===== src/rtl/bridge_pkg.sv =====
// Shared types and constants for the bridge FIFO drain path.
// Holds the SPI master state encoding and the byte/tick geometry.
package bridge_pkg;

    localparam int BYTE_W         = 8;
    localparam int TICKS_PER_BYTE = 16;

    typedef enum logic [2:0] {
        IDLE  = 3'd0,
        SETUP = 3'd1,
        LOAD  = 3'd2,
        SHIFT = 3'd3,
        HOLD  = 3'd4,
        GAP   = 3'd5
    } state_t;

    function automatic int max3(input int a, input int b, input int c);
        int m;
        m = (a > b) ? a : b;
        return (m > c) ? m : c;
    endfunction

endpackage


===== src/rtl/spi_tick_gen.sv =====
// SCLK half-period divider: one-cycle tick every CLK_DIV clocks while not cleared.
// The counter wraps at CLK_DIV-1 and restarts from zero whenever clear is high.
module spi_tick_gen #(
    parameter int CLK_DIV = 4
) (
    input  logic clk,
    input  logic rst_n,
    input  logic clear,
    output logic tick
);

    localparam int DIV_W = (CLK_DIV > 1) ? $clog2(CLK_DIV) : 1;
    localparam logic [DIV_W-1:0] DIV_LAST = DIV_W'(CLK_DIV - 1);

    logic [DIV_W-1:0] div_cnt;

    // NOTE: state registers use non-blocking assignments so every flop samples pre-edge values.
    always_ff @(posedge clk or negedge rst_n) begin
        if (!rst_n) begin
            div_cnt <= '0;
        end else if (clear || div_cnt == DIV_LAST) begin
            div_cnt <= '0;
        end else begin
            div_cnt <= div_cnt + DIV_W'(1);
        end
    end

    assign tick = !clear && (div_cnt == DIV_LAST);

endmodule


===== src/rtl/spi_drain_master.sv =====
// SPI master draining a FWFT byte FIFO; back-to-back queued bytes share one cs_n burst.
// Define SPI_MODE_SEL_EN to add cpol/cpha inputs; otherwise the bus runs in mode 0 only.
module spi_drain_master
    import bridge_pkg::*;
#(
    parameter int CLK_DIV  = 4,
    parameter int CS_SETUP = 2,
    parameter int CS_GAP   = 2
) (
    input  logic              clk,
    input  logic              rst_n,
`ifdef SPI_MODE_SEL_EN
    input  logic              cpol,
    input  logic              cpha,
`endif
    input  logic              enable,
    input  logic [BYTE_W-1:0] fifo_rd_data,
    input  logic              fifo_empty,
    output logic              fifo_rd_en,
    output logic              spi_sclk,
    output logic              spi_mosi,
    input  logic              spi_miso,
    output logic              spi_cs_n,
    output logic [BYTE_W-1:0] rx_data,
    output logic              rx_valid,
    output logic              busy
);

    localparam int CNT_W = $clog2(max3(CLK_DIV, CS_SETUP, CS_GAP)) + 1;
    localparam logic [CNT_W-1:0] SETUP_LAST = CNT_W'(CS_SETUP - 1);
    localparam logic [CNT_W-1:0] HOLD_LAST  = CNT_W'(CLK_DIV - 1);
    localparam logic [CNT_W-1:0] GAP_LAST   = CNT_W'(CS_GAP - 1);

    state_t            state;
    logic [CNT_W-1:0]  cnt;
    logic [3:0]        bit_cnt;
    logic [BYTE_W-1:0] shift_reg;
    logic [BYTE_W-1:0] rx_sr;
    logic              mode_cpol;
    logic              mode_cpha;
    logic              start_cpol;
    logic              start_cpha;

`ifdef SPI_MODE_SEL_EN
    assign start_cpol = cpol;
    assign start_cpha = cpha;
`else
    assign start_cpol = 1'b0;
    assign start_cpha = 1'b0;
`endif

    logic tick;
    spi_tick_gen #(.CLK_DIV(CLK_DIV)) u_tick_gen (
        .clk   (clk),
        .rst_n (rst_n),
        .clear (state != SHIFT),
        .tick  (tick)
    );

    // Odd ticks (bit_cnt even) are the first edge of a bit; cpha picks which edge samples.
    logic              start;
    logic              first_edge;
    logic              sample_now;
    logic              last_tick;
    logic [BYTE_W-1:0] rx_next;

    assign start      = enable && !fifo_empty;
    assign first_edge = !bit_cnt[0];
    assign sample_now = first_edge ^ mode_cpha;
    assign last_tick  = (bit_cnt == 4'(TICKS_PER_BYTE - 1));
    assign rx_next    = {rx_sr[BYTE_W-2:0], spi_miso};

    always_ff @(posedge clk or negedge rst_n) begin
        if (!rst_n) begin
            state      <= IDLE;
            cnt        <= '0;
            bit_cnt    <= '0;
            shift_reg  <= '0;
            rx_sr      <= '0;
            rx_data    <= '0;
            rx_valid   <= 1'b0;
            fifo_rd_en <= 1'b0;
            spi_sclk   <= 1'b0;
            spi_mosi   <= 1'b0;
            spi_cs_n   <= 1'b1;
            busy       <= 1'b0;
            mode_cpol  <= 1'b0;
            mode_cpha  <= 1'b0;
        end else begin
            // NOTE: strobes default low here so any assignment below lasts exactly one cycle.
            fifo_rd_en <= 1'b0;
            rx_valid   <= 1'b0;
            case (state)
                IDLE: if (start) begin
                    state     <= SETUP;
                    cnt       <= '0;
                    busy      <= 1'b1;
                    spi_cs_n  <= 1'b0;
                    mode_cpol <= start_cpol;
                    mode_cpha <= start_cpha;
                    spi_sclk  <= start_cpol;
                end
                SETUP: if (cnt == SETUP_LAST) begin
                    state      <= LOAD;
                    cnt        <= '0;
                    fifo_rd_en <= 1'b1;
                end else begin
                    cnt <= cnt + CNT_W'(1);
                end
                LOAD: begin
                    shift_reg <= fifo_rd_data;
                    spi_mosi  <= fifo_rd_data[BYTE_W-1];
                    bit_cnt   <= '0;
                    state     <= SHIFT;
                end
                SHIFT: if (tick) begin
                    bit_cnt  <= bit_cnt + 4'd1;
                    spi_sclk <= first_edge ? ~mode_cpol : mode_cpol;
                    if (sample_now) begin
                        rx_sr <= rx_next;
                    end else begin
                        spi_mosi  <= mode_cpha ? shift_reg[BYTE_W-1] : shift_reg[BYTE_W-2];
                        shift_reg <= shift_reg << 1;
                    end
                    if (last_tick) begin
                        rx_data  <= sample_now ? rx_next : rx_sr;
                        rx_valid <= 1'b1;
                        if (start) begin
                            state      <= LOAD;
                            fifo_rd_en <= 1'b1;
                        end else begin
                            state <= HOLD;
                            cnt   <= '0;
                        end
                    end
                end
                HOLD: if (cnt == HOLD_LAST) begin
                    state    <= GAP;
                    cnt      <= '0;
                    spi_cs_n <= 1'b1;
                end else begin
                    cnt <= cnt + CNT_W'(1);
                end
                GAP: if (cnt == GAP_LAST) begin
                    state <= IDLE;
                    cnt   <= '0;
                    busy  <= 1'b0;
                end else begin
                    cnt <= cnt + CNT_W'(1);
                end
                default: state <= IDLE;
            endcase
        end
    end

endmodule


===== config.mk =====
export PLATFORM = sky130hd
export DESIGN_NAME = spi_drain_master
export DESIGN_NICKNAME = d
export VERILOG_FILES = /design/src/rtl/bridge_pkg.sv /design/src/rtl/spi_tick_gen.sv /design/src/rtl/spi_drain_master.sv
export SDC_FILE = /design/constraint.sdc
export NUM_CORES = 1
export LEC_CHECK = 0
export BUFFER_PORTS_ARGS = -buffer_cell sky130_fd_sc_hd__buf_2
export CORE_MARGIN = 1
export CORE_UTILIZATION = 61
export DETAILED_ROUTE_END_ITERATION = 10
export PLACE_DENSITY = 0.84
export SYNTH_ARGS = -nofsm -noshare
export SYNTH_HDL_FRONTEND = slang
export SYNTH_SLANG_ARGS = --single-unit

===== constraint.sdc =====
create_clock -name clk -period 2.54 [get_ports clk]
set_input_delay 0.254 -clock clk [delete_from_list [all_inputs] [get_ports clk]]
set_output_delay 0.254 -clock clk [all_outputs]
set_load 0.005 [all_outputs]

=== Yosys cells after proc, flatten, opt, wreduce, memory -nomap -nowiden ===
Cells that the tools add are included.
Widths: inputs -> output; s select.

* Multiplexer cells: 42
* Equal/unequal tests: 18
* Bitwise gates (word level): 0
* $mul: 0
* Reduce and logical (&&, ||, !) cells: 22
* Magnitude comparators: 0
* Div/mod/pow operators: 0
* $add $sub $neg: 3
* Shift-type cells: 0

{| class="wikitable"
|+ Operators with widths
! kind !! number
|-
| $mux 3 || 13
|-
| $pmux 3 s6 || 1
|-
| $ne 2x2->1 const B || 8
|-
| $mux 1 || 15
|-
| $reduce_and 3->1 || 5
|-
| $mux 7 || 2
|-
| $pmux 7 s2 || 1
|-
| $pmux 3 s4 || 1
|-
| $pmux 1 s2 || 5
|-
| $eq 3x2->1 const B || 3
|-
| $mux 8 || 1
|-
| $pmux 4 s2 || 1
|-
| $reduce_bool 2->1 || 4
|-
| $eq 3x1->1 const B || 2
|-
| $eq 3x3->1 const B || 2
|-
| $reduce_and 6->1 || 1
|-
| $reduce_and 5->1 || 1
|-
| $add 4x1->4 const B || 1
|-
| $eq 4x4->1 const B || 1
|-
| $mux 4 || 1
|-
| $reduce_and 2->1 || 2
|-
| $reduce_bool 4->1 || 1
|-
| $add 3x1->3 const B || 1
|-
| $logic_not 1->1 || 3
|-
| other kinds (8) || 9
|}

* Flip-flop bits (word level): 41
* Memories kept: 0
* Bits in writable memories: 0
* Bits in latches: 0
* Output and inout bits: 14
* Bits in read-only memories: 0
* Word-level logic and storage cells: 98
* Input port bits: 13

=== Longest topological paths before layout ===
* Depth in word-level cells: 6
* Depth in mapped cells: 6
* Gate-level depth less buffers: 6

=== By module ===
A second synthesis with hierarchy kept.

* Cell total of the unflattened synthesis: 190
* Area, all modules: 2021.9 um^2

{| class="wikitable"
|+ Modules (own cells, without submodules)
! module !! instances !! seq. area each (um^2) !! cells an instance !! area each (um^2)
|-
| spi_drain_master || 1 || 977.2 || 184 || 1928.1
|-
| spi_tick_gen || 1 || 50.0 || 6 || 93.8
|}

=== Worst setup path before layout ===
Ideal clock, no wire load.

* Path kind: reg-to-reg
* Start point: reg state[2]
* End point: reg rx_sr[0]
* Data required time: 2415 ps
* Arrival time: 1435 ps
* Cell stages (with the launch flop): 5
* Period minus slack after synthesis: 1560 ps
* Buffers on the path: 1
* Slack: 980 ps
* Setup time: 125 ps
* Cells stage by stage: dfrtp_1 -> nand3b_1 -> buf_6 -> nor3b_4 -> mux2_2

* Cells in the longest elaborated chain, start to end: 4
* Elaborated cells between the ends (all ways): 5
* Classes of those cells: 2 x eq/ne; 3 x reduce/logical

{| class="wikitable"
|+ RTL lines
! item !! RTL line !! RTL
|-
| start: declaration || spi_drain_master.sv:34 || <nowiki>state_t state;</nowiki>
|-
| start signal: assignment || spi_drain_master.sv:75 || <nowiki>state <= IDLE;</nowiki>
|-
| start signal: assignment || spi_drain_master.sv:95 || <nowiki>state <= SETUP;</nowiki>
|-
| start signal: assignment || spi_drain_master.sv:104 || <nowiki>state <= LOAD;</nowiki>
|-
| $ne 3x2->1 || spi_drain_master.sv:56 || <nowiki>.clear (state != SHIFT),</nowiki>
|-
| $logic_not 1->1 || spi_tick_gen.sv:28 || <nowiki>assign tick = !clear && (div_cnt == DIV_LAST);</nowiki>
|-
| $logic_and 1x1->1 || spi_tick_gen.sv:28 ||
|-
| $reduce_and 2->1 (no source line) * || - ||
|-
| end signal: assignment || spi_drain_master.sv:120 || <nowiki>rx_sr <= rx_next;</nowiki>
|-
| end: declaration || spi_drain_master.sv:38 || <nowiki>logic [BYTE_W-1:0] rx_sr;</nowiki>
|}

Every way passes the cells marked *; elsewhere a longest branch is shown, timed or not.
A chain may end at the register's enable or synchronous reset.

=== Final worst setup path ===
* Start point: reg u_tick_gen.div_cnt[0]
* End point: reg rx_data[5]

* Cells in the longest elaborated chain, start to end: 3

{| class="wikitable"
|+ RTL lines
! item !! RTL line !! RTL
|-
| start: declaration || spi_tick_gen.sv:15 || <nowiki>logic [DIV_W-1:0] div_cnt;</nowiki>
|-
| start signal: assignment || spi_tick_gen.sv:24 || <nowiki>div_cnt <= div_cnt + DIV_W'(1);</nowiki>
|-
| $eq 2x2->1 || spi_tick_gen.sv:28 ||
|-
| $logic_and 1x1->1 || spi_tick_gen.sv:28 ||
|-
| $reduce_and 3->1 (no source line) || - ||
|-
| end signal: assignment || spi_drain_master.sv:126 || <nowiki>rx_data <= sample_now ? rx_next : rx_sr;</nowiki>
|-
| end: declaration || spi_drain_master.sv:24 || <nowiki>output logic [BYTE_W-1:0] rx_data,</nowiki>
|}

Every way passes these cells.

==> run metrics <==
Tot GR Track Use=24.9%; Post-Syn Area per Cell=between 10 and 15 µm²; outcome=finished, final reports clean; Site Rows=20; final instance area=~2300 µm²; fraction of registers with async set/reset=100%; setup TNS=0 ps; simple-gate share of the synthesized area=about a tenth; IO Port Bufs=26; drt drc=0; Max-cap violations=0; Final #Nets=between 200 and 250; routability cong.=a little under 0.9; cts repair resizes=0; post-CTS setup buffers=0; WL/cell=15.4 µm; Pint=1.48 mW; GRT overflow=0; top area cells in the synthesized netlist=dfrtp_1, mux2_2, mux2i_1, o21ai_0, ha_1; fin crit share=79.1%; clock sinks=approximately 40; Crit. End Element=flop; CP max-delay cell=or2_2; Max Freq=approximately 500 MHz; ANT nets after route=0; #FFs+latches synth=41; first-pass GRT wire length=6490 µm; Final Max Tran Viols=0; most frequent cells in the layout=dfrtp_1, buf_2, mux2_2; # diodes=0; sequential share of power=45.2%; FF+latch area=1030 µm²; TritonCTS clock tree=built; Worst-Margin Slew=857 ps; Worst Hold Class=primary input to async pin; multi-input logic area=946 µm²; Post-Route WL=between 3000 and 4000 µm; Synth Flop Type=dfrtp_1; mux cell area share after synthesis=17.3%; CTS Hold Bufs=0; area share of the largest cell type after synthesis=48.3%; EDFF count, synth=0; Fill cells=213; CP Launch Type=flop; Initial Util=66.2%; number of global-route vias before repair=1442; WP data arrival=about 2300 ps; CP Max Fanout=12; Crit Path Category=flop to flop; I/O pins=27; via count=1447; mapped cell area=2070 µm²; maximum vdd ir drop=681 µV; Yosys Warn Count=0; Seq/Total Area, Yosys=49.6%; CTS root buf=clkbuf_4; initial antenna violation count=0; Via density=5.86; post-synthesis cell count=roughly 180; die width=60.3 µm; 1st-iter DRT viols=96; H-tree depth=2; xor/xnor share of the synthesized area=0%; Synth Area in Adders=3.63%; 1st-pass router iterations=4; CP cell instances=ha_1 -> nand4_1 -> or2_2 -> o21ai_0; HPWL after DPL=around 2800 µm; cell taking the most area after synthesis=dfrtp_1; R2R Path Start=u_tick_gen.div_cnt[0]$_DFF_PN0_; Compound-Gate Fraction of Synth Area=between 10% and 20%; fin crit period=2010 ps; core area=3130 µm²; Clk Latency, worst-skew pair=340 ps; largest net degree at the start of global routing=42; Pleak=1.11 nW; dpl cell area=2230 µm²; Synth-to-Final Area Change=11.8%; placed instance count=239; Die Footprint=3630 µm²; largest family of logic cells by synthesized area=multiplexers; Power Dens Cells=roughly 930 nW/µm²; clock slew at reported path FFs=120 ps; CTS buffer count=5; depth of the worst register-to-register path=4; RSZ-0062 raised after global routing=no; Switching Share=31.6%; NetSw=around 0.68 mW; syn nets=196; Final Non-Filler Cells=247; most common library cell in the layout ignoring fill and taps=dfrtp_1; final setup vio count=0; Clk pwr share=20.4%; clk buf depth=2; total power draw=2.16 mW; synth unique cells=41; Die Span Y=60.3 µm; Final Hold Viols=0; part of the power in combinational logic=34.4%; CP peak stage delay=510 ps; Slew HR=42.8%; Setup Skew=roughly 3.8 ps; Crit. Startpoint=u_tick_gen.div_cnt[0]$_DFF_PN0_; layout cells sized above 1=33.0%; Worst Path Required=around 2800 ps
[worst max-delay path: cells and delay by family (launching register included)]
kind / cells / cell delay [ps]
AO/OA/AOI/OAI: 1 / 220
AND/OR/NAND/NOR: 2 / 950
flip-flops: 1 / 370
adder cells (fa/ha/maj): 1 / 380
[layer usage]
| layer | vias up | part of all wire [%] | GRT usage (%) |
|---|---|---|---|
| met5 | - | 0 | 0 |
| met4 | 0 | 1.0 | 9.63 |
| met3 | 4 | 4.3 | 8.44 |
| met2 | 37 | 51 | 41.1 |
| met1 | 713 | 44 | 29.6 |
| li1 | 693 | - | - |
[cells by family (layout without fill, tap and decap cells)]
kind of cell    count (synthesis)  count (layout)
compound gates                 46              46
fa+ha+maj                       6               6
buf+inv                        22              48
flops                          41              41
mux                            33              33
simple gates                   29              29
[cell usage after synthesis (3+ instances only)]
master,instances
nand3b_1,3
clkbuf_1,7
a22o_1,4
and3b_1,3
nor2_1,3
nand2b_1,5
ha_1,6
o32ai_1,3
a21oi_1,3
dfrtp_1,40
mux2i_1,10
buf_2,3
inv_1,10
o21ai_0,19
mux2_2,23
[through the flow]
step	util [%]	setup slack, ps	hold WS, ps
after global placement	71.2	677	396
after floorplan	-	980	-41.6
after detailed placement	71.2	580	421
final	74.0	532	5.02
after global routing	74.0	364	71.1
after CTS	74.0	514	32.2
[cell type report]
type	count	share of cell area (%)
clock buffers	6	2.22
clock inverters	2	1.62
inverters	10	1.62
multi-input cells	114	40.9
flip-flops and latches	41	44.4
well taps	44	2.38
repair buffers	30	6.92
[final timing paths]
kind                                                   end  slack [ps]
max                                 rx_data[5]$_DFFE_PN0P_         530
min                                       busy$_DFFE_PN0P_           5
max reg2reg                         rx_data[5]$_DFFE_PN0P_         530
min reg2reg                u_tick_gen.div_cnt[0]$_DFF_PN0_         450
max in group asynchronous           rx_data[7]$_DFFE_PN0P_        2000
min in group clk                      rx_sr[0]$_DFFE_PN0P_         150
[power groups by stage]
| stage | clock [mW] | sequential (mW) | combinational (mW) |
|---|---|---|---|
| 6_report | 0.441 | 0.978 | 0.744 |
| 5_1_grt | 0.479 | 1.01 | 0.827 |
| 4_1_cts | 0.452 | 0.978 | 0.745 |
| 3_5_place_dp | 0 | 0.993 | 0.744 |
| 3_3_place_gp | 0 | 0.975 | 0.702 |
| 2_1_floorplan | 0 | 0.960 | 0.590 |
No activity file was read; power rests on OpenSTA's default activity.
